File: src/rtl/lsu_multi.sv
// ============================================================================
// lsu_multi : load/store-multiple sequencer driving a word-indexed data cache
// Revision  : 1.0
// ============================================================================
`default_nettype none

module lsu_multi #(
   parameter logic [4:0]  STR_UOP   = 5'b01001,
   parameter logic [4:0]  LDR_UOP   = 5'b01010,
   parameter logic [4:0]  NOP_UOP   = 5'b00000,
   parameter logic [31:0] ADDR_STEP = 32'd1
) (
   input  logic        clock_i,
   input  logic        reset_i,
   input  logic        req_valid_i,
   output logic        req_ready_o,
   input  logic        req_is_load_i,
   input  logic [31:0] req_base_i,
   input  logic [15:0] req_reglist_i,
   input  logic        req_wback_i,
   output logic [31:0] dc_addr_o,
   output logic [31:0] dc_data_in_o,
   output logic [4:0]  dc_uop_o,
   input  logic [31:0] dc_data_out_i,
   output logic [3:0]  rf_raddr_o,
   input  logic [31:0] rf_rdata_i,
   output logic        wb_valid_o,
   output logic [3:0]  wb_reg_o,
   output logic [31:0] wb_data_o,
   output logic        base_wb_valid_o,
   output logic [31:0] base_wb_data_o,
   output logic        done_o
);

   localparam logic [1:0] S_IDLE   = 2'd0;
   localparam logic [1:0] S_ISSUE  = 2'd1;
   localparam logic [1:0] S_DRAIN  = 2'd2;
   localparam logic [1:0] S_FINISH = 2'd3;

   logic [1:0]  state_q, state_d;
   logic        ready_q;
   logic        is_load_q;
   logic        wback_q;
   logic [31:0] addr_q;
   logic [15:0] mask_q;
   logic        wb_valid_q;
   logic [3:0]  wb_reg_q;

   logic [3:0]  cur_reg;
   logic [15:0] mask_clr;
   logic        accept;

   // Lowest set bit of the remaining mask is the register transferred this cycle.
   always_comb begin
      cur_reg = 4'd0;
      for (int i = 15; i >= 0; i--) begin
         if (mask_q[i]) cur_reg = 4'(i);
      end
   end

   assign mask_clr = mask_q & ~(16'd1 << cur_reg);
   assign accept   = (state_q == S_IDLE) && ready_q && req_valid_i;

   always_ff @(posedge clock_i) begin
      if (reset_i) state_q <= S_IDLE;
      else         state_q <= state_d;
   end

   always_comb begin
      state_d = state_q;
      case (state_q)
         S_IDLE:   if (accept) state_d = (req_reglist_i == 16'd0) ? S_FINISH : S_ISSUE;
         S_ISSUE:  if (mask_clr == 16'd0) state_d = is_load_q ? S_DRAIN : S_FINISH;
         S_DRAIN:  state_d = S_FINISH;
         S_FINISH: state_d = S_IDLE;
         default:  state_d = S_IDLE;
      endcase
   end

   // addr_q walks from the base one step per issue, so at FINISH it already
   // holds the updated base.
   always_ff @(posedge clock_i) begin
      if (reset_i) begin
         ready_q    <= 1'b0;
         is_load_q  <= 1'b0;
         wback_q    <= 1'b0;
         addr_q     <= 32'd0;
         mask_q     <= 16'd0;
         wb_valid_q <= 1'b0;
         wb_reg_q   <= 4'd0;
      end else begin
         ready_q    <= (state_d == S_IDLE);
         wb_valid_q <= (state_q == S_ISSUE) && is_load_q;
         if (state_q == S_ISSUE) wb_reg_q <= cur_reg;
         if (accept) begin
            is_load_q <= req_is_load_i;
            wback_q   <= req_wback_i;
            addr_q    <= req_base_i;
            mask_q    <= req_reglist_i;
         end else if (state_q == S_ISSUE) begin
            mask_q <= mask_clr;
            addr_q <= addr_q + ADDR_STEP;
         end
      end
   end

   always_comb begin
      dc_uop_o        = NOP_UOP;
      dc_addr_o       = 32'd0;
      dc_data_in_o    = 32'd0;
      done_o          = 1'b0;
      base_wb_valid_o = 1'b0;
      base_wb_data_o  = 32'd0;
      case (state_q)
         S_ISSUE: begin
            dc_addr_o = addr_q;
            if (is_load_q) begin
               dc_uop_o = LDR_UOP;
            end else begin
               dc_uop_o     = STR_UOP;
               dc_data_in_o = rf_rdata_i;
            end
         end
         S_FINISH: begin
            done_o = 1'b1;
            if (wback_q) begin
               base_wb_valid_o = 1'b1;
               base_wb_data_o  = addr_q;
            end
         end
         default: ;
      endcase
   end

   // Cache read data arrives registered, so it is forwarded in the writeback cycle.
   assign rf_raddr_o  = cur_reg;
   assign req_ready_o = ready_q;
   assign wb_valid_o  = wb_valid_q;
   assign wb_reg_o    = wb_reg_q;
   assign wb_data_o   = wb_valid_q ? dc_data_out_i : 32'd0;

endmodule

`default_nettype wire

File: config.mk
export PLATFORM = sky130hd
export DESIGN_NAME = lsu_multi
export DESIGN_NICKNAME = d
export VERILOG_FILES = /design/src/rtl/lsu_multi.sv
export SDC_FILE = /design/constraint.sdc
export NUM_CORES = 1
export LEC_CHECK = 0
export ABC_AREA = 1
export BUFFER_PORTS_ARGS = -buffer_cell sky130_fd_sc_hd__buf_4
export CAP_MARGIN = 20
export CORE_ASPECT_RATIO = 0.5
export CORE_UTILIZATION = 40
export DETAILED_ROUTE_END_ITERATION = 7
export GPL_TIMING_DRIVEN = 1
export PLACE_DENSITY = 0.75
export REMOVE_ABC_BUFFERS = 1
export SLEW_MARGIN = 0
export SYNTH_ARGS = -nofsm -noshare
export SYNTH_HDL_FRONTEND = slang
export SYNTH_SLANG_ARGS = --single-unit
export TNS_END_PERCENT = 50
File: constraint.sdc
create_clock -name clock_i -period 1.9 [get_ports clock_i]
set_input_delay 0.095 -clock clock_i [delete_from_list [all_inputs] [get_ports clock_i]]
set_output_delay 0.095 -clock clock_i [all_outputs]
set_load 0.02 [all_outputs]
Yosys cells after proc, flatten, opt, wreduce, memory -nomap -nowiden

Cells that the tools add are included.
Widths: inputs -> output; s select.

Register bits after elaboration: 58
Bits of input ports: 117
Output and inout bits: 145
Word-level logic and storage cells: 59

Add/subtract/negate cells: 1
Equality and inequality tests: 3
Shift operators: 1
Mux-type cells: 36
Bitwise gates (word level): 2
Reductions and logical operators: 8

Operator list:

| cell                  | count |
|---|---|
| $mux 32               | 8 |
| $mux 4                | 17 |
| $add 32x1->32 const B | 1 |
| $logic_not 16->1      | 2 |
| $mux 16               | 2 |
| $and 16x16->16        | 1 |
| $not 16->16           | 1 |
| $shl 1x4->16 const A  | 1 |
| $mux 2                | 4 |
| $pmux 2 s4            | 1 |
| $eq 2x2->1 const B    | 2 |
| $logic_not 2->1       | 2 |
| $mux 1                | 4 |
| $logic_and 1x1->1     | 3 |
| $eq 2x1->1 const B    | 1 |
| $reduce_bool 2->1     | 1 |

Logic depth before layout (Yosys ltp)

Gate-level depths: netlist of the first run.

Word-level depth: 23
Depth in mapped cells: 24
Depth with buffers taken out: 24

Least setup slack after synthesis of the first run

OpenSTA, ideal clock, no wires.

Kind: flip-flop to flip-flop
From: register addr_q[0]
To: register addr_q[30]
Setup time: 131 ps
Arrival time: 1928 ps
Required time: 1769 ps
Path slack: -159 ps
Cell stages (with the launch flop): 14
Path buffers: 0
Period minus slack after synthesis: 2059 ps
Path through: dfxtp_1 > ha_1 > nand2_1 > nor2_4 > nand2_2 > nor2_4 > nand2_4 > inv_2 > nand2_2 > or4_4 > nor3_2 > xor2_1 > o21ai_1 > a21oi_2

Word-level cells in the longest chain between the ends: 3

Ends and longest elaborated chain:

| item                     | RTL line | source |
|---|---|---|
| start: declaration       | 44       | `logic [31:0] addr_q;` |
| start signal: assignment | 98       | `addr_q <= req_base_i;` |
| start signal: assignment | 102      | `addr_q <= addr_q + ADDR_STEP;` |
| $add 32x1->32            | 102      |  |
| $mux 32                  | 100      | `end else if (state_q == S_ISSUE) begin` |
| $mux 32                  | 95       | `if (accept) begin` |

No other way between the ends. The select of a mux whose other input is x is not followed.
A chain may end at the register's enable or synchronous reset.

Final worst setup path of the first run

From: register addr_q[0]
To: register addr_q[17]

The elaborated chain is that of the path after synthesis.

==> results of run 1 <==
## worst max-delay path by stage
stage | startpoint | to | slack, ns | cells past startpoint
after CTS | addr_q[0] | addr_q[27] | -0.22 | 13
after global routing | addr_q[0] | addr_q[17] | -0.46 | 13
after detailed placement | addr_q[0] | addr_q[28] | -0.30 | 13
final | addr_q[0] | addr_q[17] | -0.27 | 13
after global placement | addr_q[0] | addr_q[28] | -0.27 | 13
after floorplan | state_q[0] | addr_q[0] | -1.82 | 6
## per-layer routing
layer  part of all wire [%]  GRT usage, %  vias up
met5                      0             0        -
met4                    2.1          9.10        0
met3                    7.6          6.05       33
met2                     50          51.2      252
met1                     41          34.5     2787
li1                       -             -     3056
## power by group through the flow
stage	Combinational [mW]	Sequential, mW	Clock [mW]
final	5.28	1.73	1.44
after global routing	5.73	1.77	1.48
after CTS	4.94	1.70	1.43
after detailed placement	4.73	1.70	0
after global placement	4.69	1.70	0
after floorplan	2.40	1.75	0
## area by class of cell
cell class	count	area share (%)
Clock buffer	11	3.03
Sequential cell	58	15.4
Inverter	108	5.35
Tap cell	140	2.28
Multi-Input combinational cell	549	37.7
Timing Repair Buffer	368	36.1
Clock inverter	4	0.261
## critical path: stages, from the launching register on
cell	delay, ns
sky130_fd_sc_hd__dfxtp_4	0.37
sky130_fd_sc_hd__inv_2	0.05
sky130_fd_sc_hd__nor3_2	0.20
sky130_fd_sc_hd__nand3_1	0.13
sky130_fd_sc_hd__nor2_2	0.13
sky130_fd_sc_hd__nand2_2	0.08
sky130_fd_sc_hd__nor3_4	0.20
sky130_fd_sc_hd__buf_4	0.17
sky130_fd_sc_hd__buf_6	0.10
sky130_fd_sc_hd__nand3_4	0.07
sky130_fd_sc_hd__nor4_4	0.23
sky130_fd_sc_hd__a31oi_1	0.12
sky130_fd_sc_hd__o21ai_1	0.10
sky130_fd_sc_hd__a31oi_1	0.10
## cells in the final DEF, fill, tap and decap left out, types with 3 or more instances in the layout
| cell | synthesis | final |
|---|---|---|
| sky130_fd_sc_hd__nand3_2 | 1 | 4 |
| sky130_fd_sc_hd__a221oi_1 | 5 | 3 |
| sky130_fd_sc_hd__nor2_2 | 1 | 5 |
| sky130_fd_sc_hd__a31oi_1 | 25 | 24 |
| sky130_fd_sc_hd__nor3_4 | 3 | 4 |
| sky130_fd_sc_hd__nand2_2 | 7 | 7 |
| sky130_fd_sc_hd__xor2_1 | 19 | 19 |
| sky130_fd_sc_hd__dfxtp_1 | 58 | 47 |
| sky130_fd_sc_hd__nand4_1 | 16 | 16 |
| sky130_fd_sc_hd__o21ai_2 | 0 | 3 |
| sky130_fd_sc_hd__o21ai_0 | 29 | 20 |
| sky130_fd_sc_hd__nor3_1 | 12 | 10 |
| sky130_fd_sc_hd__dfxtp_2 | 0 | 10 |
| sky130_fd_sc_hd__clkinv_2 | 1 | 4 |
| sky130_fd_sc_hd__nor4_1 | 8 | 6 |
| sky130_fd_sc_hd__or2_2 | 8 | 7 |
| sky130_fd_sc_hd__nor2_4 | 4 | 6 |
| sky130_fd_sc_hd__nand2_4 | 2 | 5 |
| sky130_fd_sc_hd__nand2_1 | 202 | 199 |
| sky130_fd_sc_hd__nor3_2 | 5 | 6 |
| sky130_fd_sc_hd__inv_1 | 99 | 90 |
| sky130_fd_sc_hd__nand3_1 | 23 | 19 |
| sky130_fd_sc_hd__clkbuf_16 | 0 | 9 |
| sky130_fd_sc_hd__nor2_1 | 124 | 118 |
| sky130_fd_sc_hd__buf_4 | 2 | 367 |
| sky130_fd_sc_hd__a21oi_2 | 2 | 4 |
| sky130_fd_sc_hd__o21ai_1 | 8 | 14 |
| sky130_fd_sc_hd__a21oi_1 | 27 | 25 |
| sky130_fd_sc_hd__inv_2 | 6 | 15 |
## state kept, by name, indices dropped and copies added (netlist names)
| register | count |
|---|---|
| req_ready_o | 1 |
| mask_q | 16 |
| addr_q | 32 |
| is_load_q | 1 |
| wb_reg_o | 4 |
| wb_valid_o | 1 |
| state_q | 2 |
| wback_q | 1 |
## kinds of logic (layout without fill, tap and decap cells)
group	Yosys count	count (layout)	share of synthesized area [%]
other cells	1	2	0.0846
xor+xnor	19	19	3.75
flops	58	58	26.2
buf+inv	148	491	12.9
fa+ha+maj	1	1	0.282
compound gates	106	106	14.5
simple gates	421	421	42.2
## timing repair
| item | CTS | global route |
|---|---|---|
| buffers inserted | 12 | 10 |
| hold endpoints to repair | 0 | 0 |
| gates cloned | 0 | 0 |
| setup endpoints to repair | 21 | 34 |
| gates resized for setup | 27 | 41 |
| pin swaps | 16 | 16 |
==> results.md, run 1 <==
- The flow ran to the end, but the final reports show violations.
- The final reports fail on negative setup slack.
- The count of nets left with antenna violations after detail routing is 0.
- The finished cells cover 7670 sq um.
- STA puts the critical path data required time at 2.10 ns.
- The fraction of the core area covered by cells at the end of the flow is 73.2%.
- The number of diodes is 0.
- The hold violation count in the final report is 0.
- For this run, design rule violations remaining after detail routing come to 0.
- The floorplan has 26 rows.
- The die height is 76.4 um.
- Summed over all layers, the routed wires come to 17200 um.
- The pin count of the biggest net entering global routing is 45.
- Port buffering added 259 buffers.
- The number of buffers on the longest clock path is 2.
- Setup repair after global routing could not meet its margin everywhere.
- The endpoint identified for the worst register-to-register timing path is addr_q[17].
- Dividing the final minimum period by the clock period gives 114%.
- The cell count after synthesis is 754.
- The average wire per cell in the routed design is 13.9 um.
- Dividing the detail-routed via count by the number of cells gives 4.95.
- The final-report setup violation count is 24.
- The final number of max-transition violations came to 0.
- The net switching fraction of the power is 45.4%.
- The tightest hold path in the finished design has a slack of 0.00835 ns.
- The via count of the first global-routing pass is 5670.
- The first routing iteration left 399 violations.
- At the pin with the least slew margin, the transition time is 0.570 ns.
- The path with the worst hold slack has its endpoint at addr_q[0].
- The clock network is responsible for 17.0% of the overall power.
- The total cell area at the placement stage is 7050 sq um.
- IR analysis of the VDD net gives a maximum drop of 0.000668 V.
- The die covers 11500 sq um.
- The first global-routing pass estimated 26800 um of wire.
- Yosys printed 0 warnings.
- The internal reg-to-reg setup slack is -0.27 ns.
- For this run, the leading register cell type out of synthesis is sky130_fd_sc_hd__dfxtp_1.
- The sum of overflow across all layers after global routing is 0.
- After synthesis the netlist holds a flip-flop and latch count of 58.
- At the end of routability-driven placement, the weighted congestion stood at 0.929.
- The sequential fraction of the synthesis area is 26.2%.
- The initial antenna violation count is 0.
- The number of hold buffers added after CTS was 0.
- The worst setup path is captured at a flip-flop.
- The async set-reset flop share out of synthesis is 0%.
- The H-tree was split into 3 levels.
- The worst hold path depth is 2.
- Ranked by instance count, the synthesized netlist is headed by 202 x sky130_fd_sc_hd__nand2_1, 124 x sky130_fd_sc_hd__nor2_1, 99 x sky130_fd_sc_hd__inv_1, 58 x sky130_fd_sc_hd__dfxtp_1.
- After routing, the total negative slack on setup checks comes to -3.67 ns.
- After the flow finishes, the layout carries non-filler instances totaling 1238.
- The area taken by flip-flops and latches is 1180 sq um.
- The most area-hungry cell type in the Yosys netlist is sky130_fd_sc_hd__dfxtp_1.
- Counting the fill cells in the layout gives 878.
- Counting cells, the worst reg-to-reg path comes to 13.
- The detailed-router iteration count before antenna repair is 5.
- The later-pin clock latency in the skew report is 0.34 ns.
- The clock-pin transition on the worst setup and hold timing paths is 0.05 ns.
- The overall power after layout is 8.45 mW.
- The worst pin sits at a relative slew slack of 62.0%.
- The count of boundary I/O pins is 262.
- A synthesized cell averages 5.88 sq um.
- The layout cell share with drive strength beyond 1 is 43.1%.
- In this run the critical register-to-register path is launched from addr_q[0].
- The power per cell area is 1100 nW/um^2.
- Buffers inserted during clock tree synthesis total 9.
- The area of the multi-input gates is 2890 sq um.
- The worst hold path begins at req_base_i[0].
- The part of the power in combinational logic is 62.5%.
- The synthesized cell area is 4430 sq um.
- In this run the worst hold path is classified as input port to flip-flop.
- The post-synthesis cell type count is 44.
- Across every metal layer, demand over resource in global routing totals 28.9%.
- The internal power of the cells totals 4.61 mW.
- Sorting the synthesized cells by area gives the leading types as sky130_fd_sc_hd__dfxtp_1 26%, sky130_fd_sc_hd__nand2_1 17%, sky130_fd_sc_hd__nor2_1 11%, sky130_fd_sc_hd__inv_1 8.4%, sky130_fd_sc_hd__xor2_1 3.8%.
- In this run the static leakage power is 4.03 nW.
- The detailed router placed 6128 vias in this run.
- The maximum fanout count along the critical path is 3.
- The worst setup path is of the flip-flop to flip-flop kind.
- The number of placed instances, taps included is 1201.
- The minimum setup slack in the final design is -0.274 ns.
- The most frequent cell after synthesis is sky130_fd_sc_hd__nand2_1.
- Across the run, the number of max-cap violations was 0.
- On the final layout, the worst clock skew is 0.00540 ns.
- After synthesis, the largest area contributor takes up 26.2% of total cell area.
- The arrival time reported for the critical path endpoint is 2.37 ns.
- After layout, the minimum clock period comes to 2.17 ns.
- Counting flops with a built-in enable in the synthesized netlist gives 0.
- The clock net in this run drives a total of 58 sinks.
- The cell at the root of the clock tree is sky130_fd_sc_hd__clkbuf_16.
- The floorplan core area is 10500 sq um.
- Derived from the worst setup path, the maximum achievable clock frequency is 0.460 GHz.
- Registers are responsible for 20.5% of the overall power.
- In this run the power spent charging and discharging nets is 3.83 mW.
- The starting density of the core is 42.3%.
- The TritonCTS clock tree is built.
- The detailed-placement wirelength estimate is 12300 um.
- Measured along the x axis, the die boundary spans 151 um.
- STA classifies the critical path startpoint as a flip-flop.
- Prior to clock tree synthesis, the placed netlist has a worst setup slack of -0.301 ns.
- The final layout net count is 1212.
- Compared with the post-synthesis result, the final layout area differs by 73.1%.
Power figures use the tool's default switching activity.
==> inputs of run 2 (changes only) <==
--- a/config.mk
+++ b/config.mk
@@ -5,14 +5,13 @@
 export SDC_FILE = /design/constraint.sdc
 export NUM_CORES = 1
 export LEC_CHECK = 0
-export ABC_AREA = 1
 export BUFFER_PORTS_ARGS = -buffer_cell sky130_fd_sc_hd__buf_4
 export CAP_MARGIN = 20
 export CORE_ASPECT_RATIO = 0.5
-export CORE_UTILIZATION = 40
+export CORE_UTILIZATION = 39
 export DETAILED_ROUTE_END_ITERATION = 7
 export GPL_TIMING_DRIVEN = 1
-export PLACE_DENSITY = 0.75
+export PLACE_DENSITY = 0.76
 export REMOVE_ABC_BUFFERS = 1
 export SLEW_MARGIN = 0
 export SYNTH_ARGS = -nofsm -noshare
==> run 2 against run 1 <==
Compared with the run above: non-clock buffer count decreased by 5; highest routed layer unchanged; clock power grew 10%; flip-flop and latch count stayed put; setup slack worse by 0.55 ns; first-iteration DRC count down 9.8%; synthesized cell count down 24%; the run still ends with negative setup slack left; critical path type unchanged.
==> results.md, run 2 <==
- The initial antenna violation count was 0.
- The tree is rooted in a sky130_fd_sc_hd__clkbuf_16.
- For the worst setup path, the data arrival time is 2.94 ns.
- Measured along the x axis, the die boundary spans 146 um.
- Setup repair after global routing could not meet its margin everywhere.
- Of the cells placed in the final design, the portion with a size suffix greater than 1 is 50.8%.
- For this block, the initial DRC count from the detailed router was 360.
- The post-synthesis cell type count is 48.
- The pin slew with the least headroom to its limit is 0.828 ns.
- The leakage power is 3.66 nW.
- The maximum fanout count along the critical path is 2.
- For the final database, setup skew stands at 0.00643 ns.
- The total vias in the final route is 5563.
- The cts-stage hold buffer count is 0.
- The initialized floorplan defines 25 standard-cell rows.
- The cell count after synthesis is 572.
- Dividing the detail-routed via count by the number of cells gives 5.33.
- The DRC violation count after routing is 0.
- Input and output buffers added on the ports amount to 259.
- The checks that failed: negative setup slack.
- The internal reg-to-reg setup slack is -0.82 ns.
- In this run, synthesis inferred 0 flip-flops with an integrated enable.
- The via count of the first global-routing pass is 4891.
- The async set-reset flop share out of synthesis is 0%.
- The count of boundary I/O pins is 262.
- The endpoint type of the worst setup path is a flip-flop.
- The net count of the finished layout is 1022.
- Once detail routing completed, the nets flagged for antenna violations numbered 0.
- The detailed-router iteration count before antenna repair is 5.
- The final-report setup violation count is 22.
- The area added between synthesis and finish is 89.0%.
- Ranked by instance count, the synthesized netlist is headed by 98 x sky130_fd_sc_hd__and2_1, 64 x sky130_fd_sc_hd__nor2_1, 58 x sky130_fd_sc_hd__dfxtp_1, 52 x sky130_fd_sc_hd__nand2_1, 41 x sky130_fd_sc_hd__and3_1.
- Across the VDD grid, the largest voltage drop is 0.000922 V.
- The worst slew slack as a fraction of its limit is 44.8%.
- The path category of the worst min-delay check is input port to flip-flop.
- The routed design could run at a clock period as short as 2.72 ns.
- Dividing the detail-routed wire length by the instance count gives 17.2 um.
- The flow ran to the end, but the final reports show violations.
- Once detailed placement completed, the half-perimeter wirelength came to 13000 um.
- Measured on the finished design, the core utilization comes to 78.3%.
- After synthesis, the cell types taking the most area are sky130_fd_sc_hd__dfxtp_1 29%, sky130_fd_sc_hd__and2_1 15%, sky130_fd_sc_hd__and3_1 6.4%, sky130_fd_sc_hd__nor2_1 6.0%, sky130_fd_sc_hd__nand2_1 4.8%.
- The final critical path takes up 143% of the cycle.
- The leading cell type in the layout, fill and taps excluded is sky130_fd_sc_hd__buf_4.
- The pin count of the biggest net entering global routing is 60.
- The most area-hungry cell type in the Yosys netlist is sky130_fd_sc_hd__dfxtp_1.
- The post-synthesis sequential element count is 58.
- STA classifies the critical path startpoint as a flip-flop.
- The tool flagged a number of max-cap violations equal to 0.
- For this configuration, the core starts out at a cell density of 41.4%.
- The H-tree depth is 3.
- For this run, the number of Yosys warnings is 0.
- The final number of max-transition violations was 0.
- The final layout contains routed wiring with a total length of 17900 um.
- The register bank with the most flops is addr_q.
- Once placement completed, the tool counted placed cells totaling 1010.
- The minimum setup slack in the final design is -0.822 ns.
- The sum of overflow across all layers after global routing is 0.
- TritonCTS built the clock tree.
- The area share of the leading cell type in the synthesized netlist is 28.8%.
- Counting along the longest clock path gives a buffer depth of 2.
- The floorplan core area is 9730 sq um.
- The die height is 73.9 um.
- The mean instance size in the synthesized netlist is 7.05 sq um.
- The critical path class is flip-flop to flip-flop.
- The number of flip-flops in the largest register is 32.
- The number of buffers inserted during clock tree synthesis is 9.
- Global routing consumed, over all layers together, 31.1% of the routing resources.
- The hold violation count in the final report is 0.
- The later-pin clock latency in the skew report is 0.33 ns.
- For this run, the top clock speed supported by timing is 0.367 GHz.
- The number of diodes is 0.
- The total cell area at the placement stage is 6630 sq um.
- After clock tree synthesis, the clock-pin slew on the worst setup and hold paths is 0.05 ns.
- For this run, the leading register cell type out of synthesis is sky130_fd_sc_hd__dfxtp_1.
- The number of clock sinks is 58.
- Sequential cells were found to cover 28.8% of the synthesized design area.
- The congestion estimate from routability-driven global placement came to 0.915.
- The final instance count without filler cells is 1043.
- In this run the power density over the cells is 1260 nW/um^2.
- The full die area is 10800 sq um.
- The wire length of the first global-routing pass is 26200 um.
- The most frequent cell after synthesis is sky130_fd_sc_hd__and2_1.
- The synthesized cell area is 4030 sq um.
- In the layout the commonest cells are 338 x sky130_fd_sc_hd__buf_4, 97 x sky130_fd_sc_hd__and2_1, 57 x sky130_fd_sc_hd__nor2_1.
- The finished layout cell area is 7620 sq um.
- For the worst setup path, the data required time is 2.12 ns.
## run 2: worst paths after layout
kind	from	to	cells past startpoint
worst max register to register	mask_q[3]	state_q[0]	8
worst max-delay path	mask_q[3]	state_q[0]	8
worst min register to register	wb_reg_o[0]	wb_reg_o[0]	2
worst min-delay path	req_base_i[16]	addr_q[16]	3
## run 2: stage by stage
stage               setup slack (ns)  TNS (ns)  hold slack (ns)  power, mW
floorplan                      -1.40    -83.25            0.164       4.13
global placement              -0.957     -6.28            0.331       6.47
detailed placement             -1.01     -6.64            0.332       6.48
CTS                           -0.818     -4.81          0.00357       8.74
global route                  -0.878     -7.13           0.0119       10.0
finish                        -0.822     -5.12          0.00658       9.58
## run 2: metal layers
layer	GRT usage, %	share of wire [%]
met1	41.5	44
met2	51.9	49
met3	6.09	5.6
met4	8.30	1.2
met5	0	0
## run 2: critical path, cell delays in order (launching register included)
cell,delay (ns)
sky130_fd_sc_hd__dfxtp_1,0.31
sky130_fd_sc_hd__or4_4,0.57
sky130_fd_sc_hd__nor3_4,0.21
sky130_fd_sc_hd__o41ai_2,0.11
sky130_fd_sc_hd__maj3_2,0.31
sky130_fd_sc_hd__a211oi_2,0.17
sky130_fd_sc_hd__o2111ai_1,0.14
sky130_fd_sc_hd__or4_4,0.55
sky130_fd_sc_hd__o31a_1,0.24
## run 2: logic make-up (layout without fill, tap and decap cells)
family	Yosys count	in the layout	synth area share, %
flops	58	58	28.8
simple gates	325	325	43.2
other cells	1	2	0.0930
fa+ha+maj	2	2	0.590
xor+xnor	18	18	3.91
compound gates	114	114	18.0
buf+inv	54	389	5.40
## run 2: layout make-up
type	count	area, sq um
multi-input cells	461	3100
repair buffers	363	2830
fillers	704	2110
flip-flops and latches	58	1180
clock buffers	13	280
well taps	135	169
inverters	11	41.3
clock inverters	2	10.0
## run 2: repair_timing
| action | CTS | global route |
|---|---|---|
| buffers inserted | 6 | 13 |
| endpoints found under the hold margin | 0 | 0 |
| endpoints found under the setup margin | 34 | 53 |
| gates resized for setup | 61 | 80 |
| pin swaps | 22 | 44 |
| gates cloned | 0 | 0 |
## run 2: where the power goes
group | internal [mW] | leakage (nW) | switching, mW
Clock | 1.01 | 0.147 | 0.578
Combinational | 2.89 | 3.03 | 3.28
Sequential | 1.53 | 0.480 | 0.296
==> inputs of run 3 (changes only) <==
--- a/config.mk
+++ b/config.mk
@@ -12,7 +12,6 @@
 export DETAILED_ROUTE_END_ITERATION = 7
 export GPL_TIMING_DRIVEN = 1
 export PLACE_DENSITY = 0.76
-export REMOVE_ABC_BUFFERS = 1
 export SLEW_MARGIN = 0
 export SYNTH_ARGS = -nofsm -noshare
 export SYNTH_HDL_FRONTEND = slang
==> run 3 against run 2 <==
Compared with the run above: the flow still finishes with violations (negative setup slack); register-to-register slack about the same; cell area increased by 2.2%; first-iteration DRC count decreased by 7.2%; sequential share of layout area decreased by 0.33 points; highest routed layer unchanged.
==> results.md, run 3 (same netlist as run 2, synthesis figures left out) <==
- The flow ran to the end, but the final reports show violations.
- The checks that failed: negative setup slack.
- The leading cell type in the layout, fill and taps excluded is sky130_fd_sc_hd__buf_4.
- The final number of max-transition violations is 0.
- The register bank with the most flops is addr_q.
- The average wire per cell in the routed design is 18.1 um.
- The pin slew with the least headroom to its limit is 0.776 ns.
- For this run, the top clock speed supported by timing is 0.368 GHz.
- Clock skew on the completed layout was measured at 0.00447 ns.
- The detailed-placement wirelength estimate is 13800 um.
- The arrival time reported for the critical path endpoint is 2.93 ns.
- The setup path with the least slack is of type flip-flop to flip-flop.
- Entering global routing, the biggest net connects 48 pins.
- Across the VDD grid, the largest voltage drop is 0.000759 V.
- The layout cell share with drive strength beyond 1 is 52.5%.
- The final layout net count is 1040.
- The endpoint type of the worst setup path is a flip-flop.
- Walking the worst path, the cells encountered are or4_4 -> nor3_4 -> o41ai_2 -> maj3_2 -> a211oi_2 -> o2111ai_1 -> or4_4 -> o31a_1.
- Counting every sink on the clock net gives 58.
- The clock-pin transition on the worst setup and hold timing paths is 0.05 ns.
- The longest clock path from root to sink contains 2 buffers.
- Once layout is done, the placed cells without fillers occupy 7790 sq um.
- The last weighted congestion value of the routability-driven placer is 0.936.
- The total of fill cells in the finished design is 686.
- The initialized floorplan defines 25 standard-cell rows.
- The area added between synthesis and finish is 93.3%.
- The first global-routing pass estimated 26900 um of wire.
- The total vias in the final route is 5682.
- Max-cap violations in this run came to 0.
- Global routing used 32.2% of the available tracks.
- Per report_power, the clock group accounts for 16.2% of the total.
- The most common cell type on the critical path is sky130_fd_sc_hd__or4_4.
- The number of cells on the worst reg-to-reg path is 8.
- Summed over all nets, wire length on met3 after detailed routing comes to 1240 um.
- Setup repair after global routing could not meet its margin everywhere.
- The top cell types in the final layout, fill and taps aside, are 354 x sky130_fd_sc_hd__buf_4, 97 x sky130_fd_sc_hd__and2_1, 57 x sky130_fd_sc_hd__nor2_1.
- In this run the worst path has a maximum fanout of 2.
- The number of buffers inserted during clock tree synthesis is 9.
- The initial antenna violation count is 1.
- The beginning of the worst register-to-register path is mask_q[4].
- The register with the most flip-flops in the layout has 32 of them.
- During placement, the flow inserted port buffers numbering 259.
- The detailed router put a total of 8090 um of wire on met1.
- The horizontal die dimension is 146 um.
- The part of the power in combinational logic is 65.2%.
- Setup violations remaining at the end of the flow were counted as 21.
- In this run the tightest slew margin relative to its limit is 48.2%.
- The later-pin clock latency in the skew report is 0.32 ns.
- The worst reg2reg path endpoint is state_q[0].
- The detailed-router iteration count before antenna repair is 5.
- In this run, the number of DRC markers left after iteration 0 of detailed routing was 334.
- Measured along the y axis, the die boundary spans 73.9 um.
- The TritonCTS clock tree is built.
- After detailed routing, no signal wire sits above met4.
- In this run the power density over the cells is 1260 nW/um^2.
- After detailed routing, the number of vias per cell comes to 5.35.
- The switching power total is 4.30 mW.
- The tightest min-delay check is of the input port to flip-flop type.
- The count of nets left with antenna violations once routing finished came out at 0.
- The leakage power is 3.76 nW.
- Summing all placed instances gives a cell area of 6800 sq um.
- After layout, the design draws a total of 9.78 mW.
- The worst path in the final design needs a cycle of 2.72 ns, including I/O delays and setup.
- The internal power of the cells totals 5.48 mW.
- On the critical path the largest part of the delay comes from simple AND/OR/NAND/NOR gates.
- The worst stage delay on the critical path is 0.56 ns.
- The share of total power dissipated in sequential elements is 18.7%.
- For hold timing, the worst endpoint is addr_q[16].
- The met2 wire length is 9410 um.
- The largest individual stage delay along the critical path comes from the cell sky130_fd_sc_hd__or4_4.
- The final hold slack is 0.00872 ns.
- The count of boundary I/O pins is 262.
- The minimum setup slack in the final design is -0.817 ns.
- The final worst-path cycle share is 143%.
- The wire length reported by the detailed router is 19200 um.
- The H-tree was split into 3 levels.
- In this run the most critical hold path is launched from req_base_i[16].
- CTS placed an instance of sky130_fd_sc_hd__clkbuf_16 at the clock tree root.
- The cts-stage hold buffer count is 0.
- The number of antenna diodes in the final layout is 0.
- The sum of overflow across all layers after global routing is 0.
- The hold violation count in the final report is 0.
- The worst setup path is launched from a flip-flop.
- Along the worst hold path, the cell count comes to 3.
- In this run the register-to-register setup slack is -0.82 ns.
- The via count of the first global-routing pass was 5096.
- The floorplan core area is 9730 sq um.
- The full die area is 10800 sq um.
- Counting both buffers and inverters, the worst setup path holds a total of 0.
- The net switching fraction of the power is 44.0%.
- For this configuration, the core starts out at a cell density of 41.4%.
- In the routed design, unresolved DRC markers number 0.
- The critical path required time is 2.11 ns.
==> run 3: changes by cell type in the layout (fill, tap and decap cells not counted), moves of 3 or more <==
cell	previous run	this run
sky130_fd_sc_hd__a21oi_2	4	7
sky130_fd_sc_hd__o21ai_1	9	6
sky130_fd_sc_hd__clkbuf_8	4	0
sky130_fd_sc_hd__buf_4	338	354
sky130_fd_sc_hd__o21ai_2	3	6
sky130_fd_sc_hd__a21oi_1	25	22
==> run 3: tightest hold or removal path, cell delays in order <==
cell	delay (ns)
sky130_fd_sc_hd__buf_4	0.08
sky130_fd_sc_hd__a21oi_1	0.05
sky130_fd_sc_hd__nor2_1	0.08
==> run 3: cell type report <==
type	instances	area (sq um)	share of cell area [%]
Sequential cell	58	1180	15.2
Timing Repair Buffer	381	2980	38.2
Clock inverter	6	57.6	0.739
Tap cell	135	169	2.17
Clock buffer	10	229	2.94
Multi-Input combinational cell	461	3130	40.2
Inverter	11	41.3	0.530
==> run 3: power by group through the flow <==
stage	registers, mW	clock network (mW)	logic, mW
after detailed placement	1.80	0	4.94
after global placement	1.78	0	4.92
after floorplan	1.82	0	2.54
after global routing	1.86	1.64	6.72
final	1.82	1.58	6.37
after CTS	1.79	1.59	5.82
==> run 3: how the worst max path moves through the flow <==
stage | startpoint | to | slack, ns | depth (start not counted)
2_1_floorplan | mask_q[5] | state_q[0] | -0.79 | 9
3_3_place_gp | mask_q[4] | state_q[0] | -0.84 | 8
3_5_place_dp | mask_q[5] | state_q[0] | -0.87 | 8
4_1_cts | mask_q[3] | state_q[0] | -0.79 | 8
5_1_grt | mask_q[4] | state_q[0] | -0.89 | 8
6_report | mask_q[4] | state_q[0] | -0.82 | 8
==> run 3: per-stage QoR <==
step / std cells / setup TNS [ns] / utilization, % / worst slack (ns)
2_1_floorplan: 573 / -2.06 / - / -0.793
3_3_place_gp: 1024 / -4.61 / 69.9 / -0.837
3_5_place_dp: 1024 / -5.19 / 69.9 / -0.869
4_1_cts: 1054 / -4.45 / 77.2 / -0.788
5_1_grt: 1062 / -7.45 / 80.1 / -0.888
6_report: 1062 / -4.91 / 80.1 / -0.817
==> run 3: routing by layer <==
metal | vias up | track usage [%]
met5 | - | 0
met4 | 0 | 7.95
met3 | 40 | 4.66
met2 | 244 | 56.0
met1 | 2694 | 42.4
li1 | 2704 | -
==> run 3: timing repair <==
action	4_1_cts	5_1_grt
hold endpoints to repair	0	0
setup endpoints to repair	31	38
resized for setup	82	56
pin swaps	29	49
buffers inserted	15	14
